===== src/rtl/step_pulse_shaper.sv =====
`default_nettype none
// ============================================================================
// Module      : step_pulse_shaper
// Description : Multi-channel step/dir pulse conditioner for stepper drivers.
//               Each channel detects rising edges on step_in, queues the
//               sampled direction in a small FIFO, and replays the requests
//               as driver-compliant pulses. Every pulse has a fixed high time
//               (PULSE_W) and a minimum low time (GAP_W). Whenever the
//               direction changes, dir_out is held stable for DIR_SETUP
//               cycles before the next rising edge on step_out.
// Revision    : 1.0 - initial release
// ----------------------------------------------------------------------------
// Parameters  : MOTORS    - number of step/dir channels
//               PULSE_W   - step_out high time in clk cycles (1..255)
//               GAP_W     - minimum step_out low time (1..255)
//               DIR_SETUP - dir_out to step_out setup time (1..255)
//               DEPTH     - per-channel request FIFO depth (power of 2, 2..16)
// Ports       : clk      in   sole clock, rising edge
//               aclr     in   asynchronous reset, active-high
//               sclr     in   synchronous clear, active-high
//               ena      in   channel enable; low flushes queued requests
//               step_in  in   [MOTORS] step requests, one per rising edge
//               dir_in   in   [MOTORS] direction, sampled with step_in rise
//               ovf_clr  in   clears ovf (and drop_cnt)
//               step_out out  [MOTORS] shaped step pulses (registered)
//               dir_out  out  [MOTORS] driver direction (registered)
//               busy     out  [MOTORS] FIFO non-empty or FSM not idle
//               ovf      out  [MOTORS] sticky dropped-request flag
//               drop_cnt out  [MOTORS*8] per-channel dropped-request count
// Build macro : STEP_SHAPER_DROP_CNT_EN - when defined, drop_cnt holds a
//               saturating per-channel drop counter; otherwise it is tied
//               to zero and no counter logic is built.
// ============================================================================
module step_pulse_shaper #(
    parameter int MOTORS    = 4,
    parameter int PULSE_W   = 8,
    parameter int GAP_W     = 8,
    parameter int DIR_SETUP = 16,
    parameter int DEPTH     = 4
) (
    input  logic                  clk,
    input  logic                  aclr,
    input  logic                  sclr,
    input  logic                  ena,
    input  logic [MOTORS-1:0]     step_in,
    input  logic [MOTORS-1:0]     dir_in,
    input  logic                  ovf_clr,
    output logic [MOTORS-1:0]     step_out,
    output logic [MOTORS-1:0]     dir_out,
    output logic [MOTORS-1:0]     busy,
    output logic [MOTORS-1:0]     ovf,
    output logic [MOTORS*8-1:0]   drop_cnt
);

    typedef enum logic [1:0] {
        ST_IDLE  = 2'd0,
        ST_SETUP = 2'd1,
        ST_PULSE = 2'd2,
        ST_GAP   = 2'd3
    } state_t;

    localparam int              c_aw       = $clog2(DEPTH);
    localparam logic [c_aw:0]   c_full     = (c_aw+1)'(DEPTH);
    localparam logic [c_aw:0]   c_cnt_one  = (c_aw+1)'(1);
    localparam logic [c_aw-1:0] c_ptr_one  = c_aw'(1);
    // Phase counters are loaded with length-1 and the phase ends on zero.
    localparam logic [7:0]      c_pulse_ld = 8'(PULSE_W - 1);
    localparam logic [7:0]      c_gap_ld   = 8'(GAP_W - 1);
    localparam logic [7:0]      c_setup_ld = 8'(DIR_SETUP - 1);

    for (genvar m = 0; m < MOTORS; m++) begin : g_ch
        logic            r_step_q;
        logic [DEPTH-1:0] r_mem;
        logic [c_aw-1:0] r_rd_ptr;
        logic [c_aw-1:0] r_wr_ptr;
        logic [c_aw:0]   r_count;
        state_t          r_state;
        state_t          w_state_nx;
        logic [7:0]      r_cnt;
        logic [7:0]      w_cnt_nx;
        logic            r_dir;
        logic            w_dir_nx;
        logic            r_step;
        logic            w_step_nx;
        logic            r_ovf;
        logic            w_req;
        logic            w_empty;
        logic            w_full;
        logic            w_pop;
        logic            w_push;
        logic            w_drop;
        logic            w_pop_dir;

        assign w_req     = step_in[m] & ~r_step_q;
        assign w_empty   = (r_count == '0);
        assign w_full    = (r_count == c_full);
        assign w_pop_dir = r_mem[r_rd_ptr];
        // A pop happens from IDLE, or on the final GAP cycle so that
        // back-to-back requests keep a period of exactly PULSE_W+GAP_W.
        assign w_pop  = ena & ~w_empty &
                        ((r_state == ST_IDLE) |
                         ((r_state == ST_GAP) & (r_cnt == 8'd0)));
        // A pop frees a slot in the same edge, so a full FIFO still accepts.
        assign w_push = ena & w_req & (~w_full | w_pop);
        assign w_drop = ena & w_req & w_full & ~w_pop;

        // Edge detector and request FIFO
        always_ff @(posedge clk or posedge aclr) begin
            if (aclr) begin
                r_step_q <= 1'b0;
                r_mem    <= '0;
                r_rd_ptr <= '0;
                r_wr_ptr <= '0;
                r_count  <= '0;
            end else if (sclr) begin
                r_step_q <= 1'b0;
                r_mem    <= '0;
                r_rd_ptr <= '0;
                r_wr_ptr <= '0;
                r_count  <= '0;
            end else begin
                r_step_q <= step_in[m];
                if (!ena) begin
                    r_rd_ptr <= '0;
                    r_wr_ptr <= '0;
                    r_count  <= '0;
                end else begin
                    if (w_push) begin
                        r_mem[r_wr_ptr] <= dir_in[m];
                        r_wr_ptr        <= r_wr_ptr + c_ptr_one;
                    end
                    if (w_pop) begin
                        r_rd_ptr <= r_rd_ptr + c_ptr_one;
                    end
                    case ({w_push, w_pop})
                        2'b10:   r_count <= r_count + c_cnt_one;
                        2'b01:   r_count <= r_count - c_cnt_one;
                        default: r_count <= r_count;
                    endcase
                end
            end
        end

        // Pulse FSM: state register
        always_ff @(posedge clk or posedge aclr) begin
            if (aclr) begin
                r_state <= ST_IDLE;
                r_cnt   <= '0;
                r_dir   <= 1'b0;
                r_step  <= 1'b0;
            end else if (sclr) begin
                r_state <= ST_IDLE;
                r_cnt   <= '0;
                r_dir   <= 1'b0;
                r_step  <= 1'b0;
            end else begin
                r_state <= w_state_nx;
                r_cnt   <= w_cnt_nx;
                r_dir   <= w_dir_nx;
                r_step  <= w_step_nx;
            end
        end

        // Pulse FSM: next state and registered-output next values
        always_comb begin
            w_state_nx = r_state;
            w_cnt_nx   = r_cnt;
            w_dir_nx   = r_dir;
            w_step_nx  = r_step;
            case (r_state)
                ST_IDLE, ST_GAP: begin
                    if ((r_state == ST_GAP) && (r_cnt != 8'd0)) begin
                        w_cnt_nx = r_cnt - 8'd1;
                    end else if (w_pop) begin
                        if (w_pop_dir == r_dir) begin
                            w_state_nx = ST_PULSE;
                            w_cnt_nx   = c_pulse_ld;
                            w_step_nx  = 1'b1;
                        end else begin
                            // Direction changes only here, while step_out is low.
                            w_state_nx = ST_SETUP;
                            w_cnt_nx   = c_setup_ld;
                            w_dir_nx   = w_pop_dir;
                            w_step_nx  = 1'b0;
                        end
                    end else begin
                        w_state_nx = ST_IDLE;
                        w_cnt_nx   = 8'd0;
                        w_step_nx  = 1'b0;
                    end
                end
                ST_SETUP: begin
                    if (!ena) begin
                        w_state_nx = ST_IDLE;
                        w_cnt_nx   = 8'd0;
                    end else if (r_cnt == 8'd0) begin
                        w_state_nx = ST_PULSE;
                        w_cnt_nx   = c_pulse_ld;
                        w_step_nx  = 1'b1;
                    end else begin
                        w_cnt_nx = r_cnt - 8'd1;
                    end
                end
                ST_PULSE: begin
                    if (r_cnt == 8'd0) begin
                        w_state_nx = ST_GAP;
                        w_cnt_nx   = c_gap_ld;
                        w_step_nx  = 1'b0;
                    end else begin
                        w_cnt_nx = r_cnt - 8'd1;
                    end
                end
                default: begin
                    w_state_nx = ST_IDLE;
                    w_cnt_nx   = 8'd0;
                    w_step_nx  = 1'b0;
                end
            endcase
        end

        // Sticky overflow flag; a drop on the clearing edge takes priority.
        always_ff @(posedge clk or posedge aclr) begin
            if (aclr) begin
                r_ovf <= 1'b0;
            end else if (sclr) begin
                r_ovf <= 1'b0;
            end else if (w_drop) begin
                r_ovf <= 1'b1;
            end else if (ovf_clr) begin
                r_ovf <= 1'b0;
            end
        end

`ifdef STEP_SHAPER_DROP_CNT_EN
        logic [7:0] r_drop_cnt;

        always_ff @(posedge clk or posedge aclr) begin
            if (aclr) begin
                r_drop_cnt <= 8'd0;
            end else if (sclr) begin
                r_drop_cnt <= 8'd0;
            end else if (w_drop) begin
                if (ovf_clr) begin
                    r_drop_cnt <= 8'd1;
                end else if (r_drop_cnt != 8'hFF) begin
                    r_drop_cnt <= r_drop_cnt + 8'd1;
                end
            end else if (ovf_clr) begin
                r_drop_cnt <= 8'd0;
            end
        end

        assign drop_cnt[m*8 +: 8] = r_drop_cnt;
`else
        assign drop_cnt[m*8 +: 8] = 8'd0;
`endif

        assign step_out[m] = r_step;
        assign dir_out[m]  = r_dir;
        assign busy[m]     = ~w_empty | (r_state != ST_IDLE);
        assign ovf[m]      = r_ovf;
    end

endmodule
`default_nettype wire

===== config.mk =====
export PLATFORM = sky130hd
export DESIGN_NAME = step_pulse_shaper
export DESIGN_NICKNAME = d
export VERILOG_FILES = /design/src/rtl/step_pulse_shaper.sv
export SDC_FILE = /design/constraint.sdc
export NUM_CORES = 1
export LEC_CHECK = 0
export CAP_MARGIN = 40
export CORE_MARGIN = 10
export CORE_UTILIZATION = 40
export DETAILED_ROUTE_END_ITERATION = 6
export PLACE_DENSITY = 0.62
export SLEW_MARGIN = 20
export SYNTH_ARGS = -nofsm -noshare
export SYNTH_HDL_FRONTEND = slang
export SYNTH_SLANG_ARGS = --single-unit

===== constraint.sdc =====
create_clock -name clk -period 4.7 [get_ports clk]
set_input_delay 1.41 -clock clk [delete_from_list [all_inputs] [get_ports clk]]
set_output_delay 1.41 -clock clk [all_outputs]
set_load 0.02 [all_outputs]

==> flow_metrics.env, run 1 <==
export IMPL_outcome="finished clean"
export IMPL_r2r_start="g_ch[3].r_cnt[0]$_DFF_PP0_"
export IMPL_setup_violations_final=0
export IMPL_ctsLongestPathBuffers=2
export IMPL_internal_power_mw=1.53
export IMPL_post_synth_num_cell_types=72
export IMPL_first_global_vias=4916
export IMPL_area_delta_synth_final_pct=10.9
export IMPL_ctsRootBufferMaster="sky130_fd_sc_hd__clkbuf_16"
export IMPL_wire_per_inst_um=15.5
export IMPL_die_width_um=147
export IMPL_finalCriticalPeriod_ns=3.80
export IMPL_globalplace_congestion=0.851
export IMPL_cp_max_fo=14
export IMPL_post_route_cell_area_um2=7210
export IMPL_total_grt_overflow=0
export IMPL_cts_sinks=100
export IMPL_grt_pass1_wl_um=24000
export IMPL_io_buffer_count=28
export IMPL_final_antenna_net_count=0
export IMPL_layout_cells_non_filler=906
export IMPL_die_h_um=147
export IMPL_layout_nets=746
export IMPL_worst_clock_skew_ns=0.00704
export IMPL_cts_repair_resized=0
export IMPL_cell_count_after_placement=890
export IMPL_n_antenna_cell=0
export IMPL_rsz0062_at_grt="false"
export IMPL_h_tree_depth=3
export IMPL_cts_setup_buffers=0
export IMPL_synth_enable_flop_cells=0
export IMPL_fin_tns_setup_ns=0
export IMPL_worstMarginPinSlew_ns=0.784
export IMPL_timing_critical_path_to_type="flop"
export IMPL_totalPowerFinal_mw=2.05
export IMPL_synth_yosys_seq_area_share=0.385
export IMPL_via_count=4813
export IMPL_post_dp_hpwl_um=10400
export IMPL_crit_start="ena"
export IMPL_wirelength_um=14100
export IMPL_holdCritPathClass="flop to flop"
export IMPL_synthArstFlopShare=1.00
export IMPL_yosys_register_bits=100
export IMPL_worst_setup_hold_path_clk_slew_ns=0.07
export IMPL_number_of_antenna_violations_at_the_first_check_in_global_routing=0
export IMPL_netlist_area_um2=6500
export IMPL_route_detailed_drc=0
export IMPL_clock_insertion_delay_worst_skew_ns=0.36
export IMPL_layout_worst_path_cycle_share=0.809
export IMPL_grt_start_max_net_pins=51
export IMPL_power_share_combinational=0.134
export IMPL_cap_violations=0
export IMPL_net_switching_power_uw=522
export IMPL_required_ns=4.98
export IMPL_total_count_of_max_transition_violations_in_the_final_report=0
export IMPL_timing_max_slew_rel_slack=0.476
export IMPL_power_leakage_nw=3.32
export IMPL_layout_drive_gt1_share=0.0928
export IMPL_postLayoutCoreUtil=0.454
export IMPL_worstSetupPathType="input port to flop"
export IMPL_fp_dieArea_um2=21800
export IMPL_layout_cells_most_common="sky130_fd_sc_hd__dfrtp_1"
export IMPL_hold_violations=0
export IMPL_critPathLaunchType="input port"
export IMPL_drtIter0Drc=333
export IMPL_crit_arrival_ns=4.08
export IMPL_synthesized_area_per_cell_um2=9.67
export IMPL_max_clock_freq_mhz=263
export IMPL_rows=46
export IMPL_start_util=0.409
export IMPL_switching_share=0.255
export IMPL_hold_path_startpoint="g_ch[1].r_cnt[0]$_DFF_PP0_"
export IMPL_clockPowerShare=0.432
export IMPL_share_seq_of_total_power=0.435
export IMPL_cts_tree="yes"
export IMPL_pwr_density_cell_nw_per_um2=284
export IMPL_mostFrequentLayoutCells="100 x sky130_fd_sc_hd__dfrtp_1, 59 x sky130_fd_sc_hd__nand2_1, 56 x sky130_fd_sc_hd__nor2_1, 44 x sky130_fd_sc_hd__ha_1, 38 x sky130_fd_sc_hd__inv_1"
export IMPL_synth_cells=672
export IMPL_syn_warnings=0
export IMPL_routed_via_density=5.31
export IMPL_dr_pass1_iters=5
export IMPL_num_io_pins=61
export IMPL_cts_buffers_inserted=9
export IMPL_grt_usage=0.132
export IMPL_placeableCoreArea_um2=15900
export IMPL_irDropWorstVdd_mv=0.226
export IMPL_top_flip_flop_cell_by_instance_count_after_synthesis="sky130_fd_sc_hd__dfrtp_1"
export IMPL_dpl_cell_area_um2=6850
export IMPL_cts_hold_buf=0
[power groups by stage]
stage / Combinational (mW) / Clock, mW / Sequential (mW)
2_1_floorplan: 0.224 / 0 / 0.903
3_3_place_gp: 0.265 / 0 / 0.906
3_5_place_dp: 0.273 / 0 / 0.907
4_1_cts: 0.275 / 0.906 / 0.891
5_1_grt: 0.307 / 0.930 / 0.893
6_report: 0.274 / 0.884 / 0.891
[path summary, 6_finish.rpt]
check	endpoint	slack, ns	cells after the start
max	g_ch[1].r_count[2]$_DFFE_PP0P_	0.90	8
min	g_ch[1].r_cnt[0]$_DFF_PP0_	0.50	1
max reg2reg	g_ch[3].r_count[2]$_DFFE_PP0P_	1.65	10
min reg2reg	g_ch[1].r_cnt[0]$_DFF_PP0_	0.50	1
max in group asynchronous	g_ch[1].r_mem[0]$_DFFE_PP0P_	2.57	4
min in group asynchronous	g_ch[3].r_mem[2]$_DFFE_PP0P_	1.35	2
[final cells by class]
type	count	area, um2
Timing Repair Buffer	36	373
Sequential cell	100	2500
Clock inverter	5	106
Multi-Input combinational cell	499	3560
Clock buffer	11	253
Fill cell	1518	8670
Inverter	39	149
Tap cell	216	270
[synthesized netlist by cell type (all sizes together) (3+ instances only)]
library cell    n  area (um2)
ha             44         551
o21ai          16        83.8
a31oi          11        98.8
o2111ai         4        35.0
and4            4        35.0
nand2b         14        87.6
mux2            4        45.0
nor3           12        65.1
xor2           14         123
o31ai           6        45.0
a211oi          9        72.6
or3b            3        26.3
a22oi           4        30.0
mux4            4        90.1
or4             4        37.5
a31o           11        96.3
a21oi          32         160
clkbuf         18        67.6
and3b           4        35.0
nor4            4        46.3
nand3          27         135
xnor2          21         184
fa              4        80.1
buf            47         343
nand4           4        25.0
nand2          59         221
mux2i          22         220
or3             7        43.8
nor2           56         210
a21o            3        22.5
nand3b          3        22.5
nor2b           9        56.3
dfrtp         100        2500
a221oi         13         120
inv            39         146
o311ai          3        26.3
nor3b           5        47.5
[metrics by stage]
stage	setup WS [ns]	hold WS, ns
4_1_cts	0.899	0.502
3_5_place_dp	0.529	0.486
6_report	0.896	0.500
3_3_place_gp	0.621	0.480
2_1_floorplan	0.671	0.448
5_1_grt	0.731	0.519
[kinds of logic after synthesis]
group                    after synthesis  synth area share
adder cells (fa/ha/maj)               48            0.0970
flip-flops                           100             0.385
other                                  1          0.000577
XOR/XNOR                              35            0.0472
buffers and inverters                104            0.0856
AND/OR/NAND/NOR                      225             0.183
AO/OA/AOI/OAI                        129             0.147
multiplexers                          30            0.0547
[per-layer routing]
metal  wire [um]  part of all wire  up-vias  track usage
li1            -                 -     2325            -
met1        6630              0.47     2378        0.171
met2        6580              0.47       88        0.211
met3         529             0.038       22       0.0259
met4         317             0.023        0       0.0575
met5           0                 0        -            0
[flip-flops by register name, indices dropped and copies added (netlist names)]
| name | flops |
|---|---|
| g_ch.r_cnt | 32 |
| g_ch.r_count | 12 |
| g_ch.r_dir | 4 |
| g_ch.r_mem | 16 |
| g_ch.r_ovf | 4 |
| g_ch.r_rd_ptr | 8 |
| g_ch.r_state | 8 |
| g_ch.r_step | 4 |
| g_ch.r_step_q | 4 |
| g_ch.r_wr_ptr | 8 |
[worst max-delay path, cell delays in order]
cell                              delay (ns)
sky130_fd_sc_hd__clkdlybuf4s50_1        0.90
sky130_fd_sc_hd__and3b_1                0.40
sky130_fd_sc_hd__nand2_1                0.14
sky130_fd_sc_hd__ha_1                   0.24
sky130_fd_sc_hd__fa_1                   0.39
sky130_fd_sc_hd__xnor2_1                0.15
sky130_fd_sc_hd__or3_1                  0.30
sky130_fd_sc_hd__a21oi_1                0.15
No activity file was read; power rests on OpenSTA's default activity.
==> run 2: changes to the inputs <==
Settings changed: PLACE_DENSITY 0.62 to 0.64.
Clock period 4.7 ns to 3.5 ns, I/O delays scaled along.
==> run 2 against run 1 <==
Net effect:
- worst hold slack about the same
- final area up 1.5%
- routed wire length is 3.8% higher
- first-iteration DRC count rose by 18%
- sequential share of layout area is 0.50 points lower
- combinational power is 41% higher
- clock power is 28% higher
- critical endpoint unchanged
- critical path type unchanged
- sequential cell count did not move
- critical path depth grew 2
- core utilization rose by 0.66 points
- register-to-register slack lost 1.2 ns
==> flow_metrics.env, run 2 (synthesis results as in run 1) <==
export IMPL_layout_nets=763
export IMPL_cts_buffers_inserted=9
export IMPL_internal_power_mw=1.96
export IMPL_fin_tns_setup_ns=0
export IMPL_cp_max_fo=22
export IMPL_n_antenna_cell=0
export IMPL_crit_start="ena"
export IMPL_share_seq_of_total_power=0.441
export IMPL_hold_violations=0
export IMPL_h_tree_depth=3
export IMPL_largest_register="g_ch.r_cnt"
export IMPL_fp_dieArea_um2=21800
export IMPL_final_antenna_net_count=0
export IMPL_num_io_pins=61
export IMPL_grt_usage=0.137
export IMPL_worst_setup_hold_path_clk_slew_ns=0.08
export IMPL_grt_pass1_wl_um=25000
export IMPL_cts_setup_buffers=0
export IMPL_critPathLaunchType="input port"
export IMPL_wirelength_um=14600
export IMPL_mostFrequentLayoutCells="100 x sky130_fd_sc_hd__dfrtp_1, 59 x sky130_fd_sc_hd__nand2_1, 56 x sky130_fd_sc_hd__nor2_1, 44 x sky130_fd_sc_hd__ha_1, 38 x sky130_fd_sc_hd__inv_1"
export IMPL_totalPowerFinal_mw=2.71
export IMPL_first_global_vias=5119
export IMPL_finalCriticalPeriod_ns=3.06
export IMPL_total_count_of_max_transition_violations_in_the_final_report=0
export IMPL_outcome="finished clean"
export IMPL_ctsLongestPathBuffers=2
export IMPL_drtIter0Drc=394
export IMPL_area_delta_synth_final_pct=12.5
export IMPL_start_util=0.409
export IMPL_worstSetupPathType="input port to flop"
export IMPL_cts_hold_buf=0
export IMPL_wire_per_inst_um=15.8
export IMPL_timing_critical_path_to_type="flop"
export IMPL_crit_arrival_ns=3.35
export IMPL_switching_share=0.276
export IMPL_ctsRootBufferMaster="sky130_fd_sc_hd__clkbuf_16"
export IMPL_required_ns=3.79
export IMPL_max_clock_freq_mhz=327
export IMPL_routed_via_density=5.39
export IMPL_cts_repair_resized=0
export IMPL_rows=46
export IMPL_worstMarginPinSlew_ns=0.627
export IMPL_die_width_um=147
export IMPL_cap_violations=0
export IMPL_dr_pass1_iters=5
export IMPL_worst_clock_skew_ns=0.00911
export IMPL_layout_drive_gt1_share=0.115
export IMPL_cts_tree="yes"
export IMPL_globalplace_congestion=0.832
export IMPL_flip_flop_count_of_the_largest_register_all_copies_and_words_added=32
export IMPL_setup_violations_final=0
export IMPL_holdCritPathClass="flop to flop"
export IMPL_placeableCoreArea_um2=15900
export IMPL_number_of_antenna_violations_at_the_first_check_in_global_routing=0
export IMPL_die_h_um=147
export IMPL_total_grt_overflow=0
export IMPL_irDropWorstVdd_mv=0.268
export IMPL_grt_start_max_net_pins=33
export IMPL_post_dp_hpwl_um=10700
export IMPL_via_count=4972
export IMPL_hold_path_startpoint="g_ch[1].r_cnt[0]$_DFF_PP0_"
export IMPL_power_share_combinational=0.143
export IMPL_clock_insertion_delay_worst_skew_ns=0.36
export IMPL_rsz0062_at_grt="false"
export IMPL_reg_largest_list="g_ch.r_cnt x32, g_ch.r_mem x16, g_ch.r_count x12"
export IMPL_io_buffer_count=28
export IMPL_timing_max_slew_rel_slack=0.581
export IMPL_net_switching_power_uw=747
export IMPL_clockPowerShare=0.416
export IMPL_layout_cells_most_common="sky130_fd_sc_hd__dfrtp_1"
export IMPL_layout_worst_path_cycle_share=0.875
export IMPL_pwr_density_cell_nw_per_um2=370
export IMPL_r2r_start="g_ch[3].r_cnt[0]$_DFF_PP0_"
export IMPL_power_leakage_nw=3.39
export IMPL_route_detailed_drc=0
export IMPL_cts_sinks=100
[run 2: final cells by class]
class / count / area (um2)
Clock buffer: 9 / 225
Clock inverter: 7 / 105
Fill cell: 1515 / 8570
Inverter: 39 / 150
Multi-Input combinational cell: 499 / 3560
Sequential cell: 100 / 2500
Tap cell: 216 / 270
Timing Repair Buffer: 53 / 505
[run 2: path summary, 6_finish.rpt]
path	to	slack (ns)	cells after the start
max in group asynchronous	g_ch[3].r_count[0]$_DFFE_PP0P_	1.91	4
min in group asynchronous	g_ch[2].r_mem[3]$_DFFE_PP0P_	1.11	3
worst min-delay path	g_ch[1].r_cnt[0]$_DFF_PP0_	0.50	1
worst max register to register	g_ch[3].r_count[2]$_DFFE_PP0P_	0.46	10
worst min register to register	g_ch[1].r_cnt[0]$_DFF_PP0_	0.50	1
worst max-delay path	g_ch[1].r_count[2]$_DFFE_PP0P_	0.44	10
[run 2: stage by stage]
| step | cells | cell area, um2 | utilization | worst slack [ns] | hold slack [ns] |
|---|---|---|---|---|---|
| after floorplan | 703 | 6620 | - | 0.503 | 0.448 |
| after global placement | 906 | 6970 | 0.439 | 0.136 | 0.478 |
| after detailed placement | 906 | 6970 | 0.439 | 0.0798 | 0.479 |
| after CTS | 922 | 7300 | 0.459 | 0.442 | 0.497 |
| after global routing | 923 | 7320 | 0.461 | 0.251 | 0.525 |
| final | 923 | 7320 | 0.461 | 0.439 | 0.500 |
[run 2: metal layers]
layer / vias to the layer above / GRT usage / wire length [um]
li1: 2362 / - / -
met1: 2433 / 0.168 / 6580
met2: 155 / 0.227 / 6980
met3: 22 / 0.0430 / 824
met4: 0 / 0.0406 / 214
met5: - / 0 / 0
[run 2: power by group through the flow]
stage	clock, mW	sequential [mW]	combinational (mW)
after floorplan	0	1.21	0.300
after global placement	0	1.22	0.374
after detailed placement	0	1.22	0.382
after CTS	1.15	1.20	0.385
after global routing	1.20	1.20	0.431
final	1.13	1.20	0.387
[run 2: worst max-delay path, stage by stage]
cell and delay [ns]:
sky130_fd_sc_hd__clkdlybuf4s50_1 0.51, sky130_fd_sc_hd__buf_12 0.18, sky130_fd_sc_hd__o21ai_0 0.14, sky130_fd_sc_hd__or2_2 0.35
sky130_fd_sc_hd__nor2_1 0.16, sky130_fd_sc_hd__ha_1 0.23, sky130_fd_sc_hd__fa_1 0.19, sky130_fd_sc_hd__xnor2_1 0.08
sky130_fd_sc_hd__or3_1 0.30, sky130_fd_sc_hd__a21oi_1 0.15
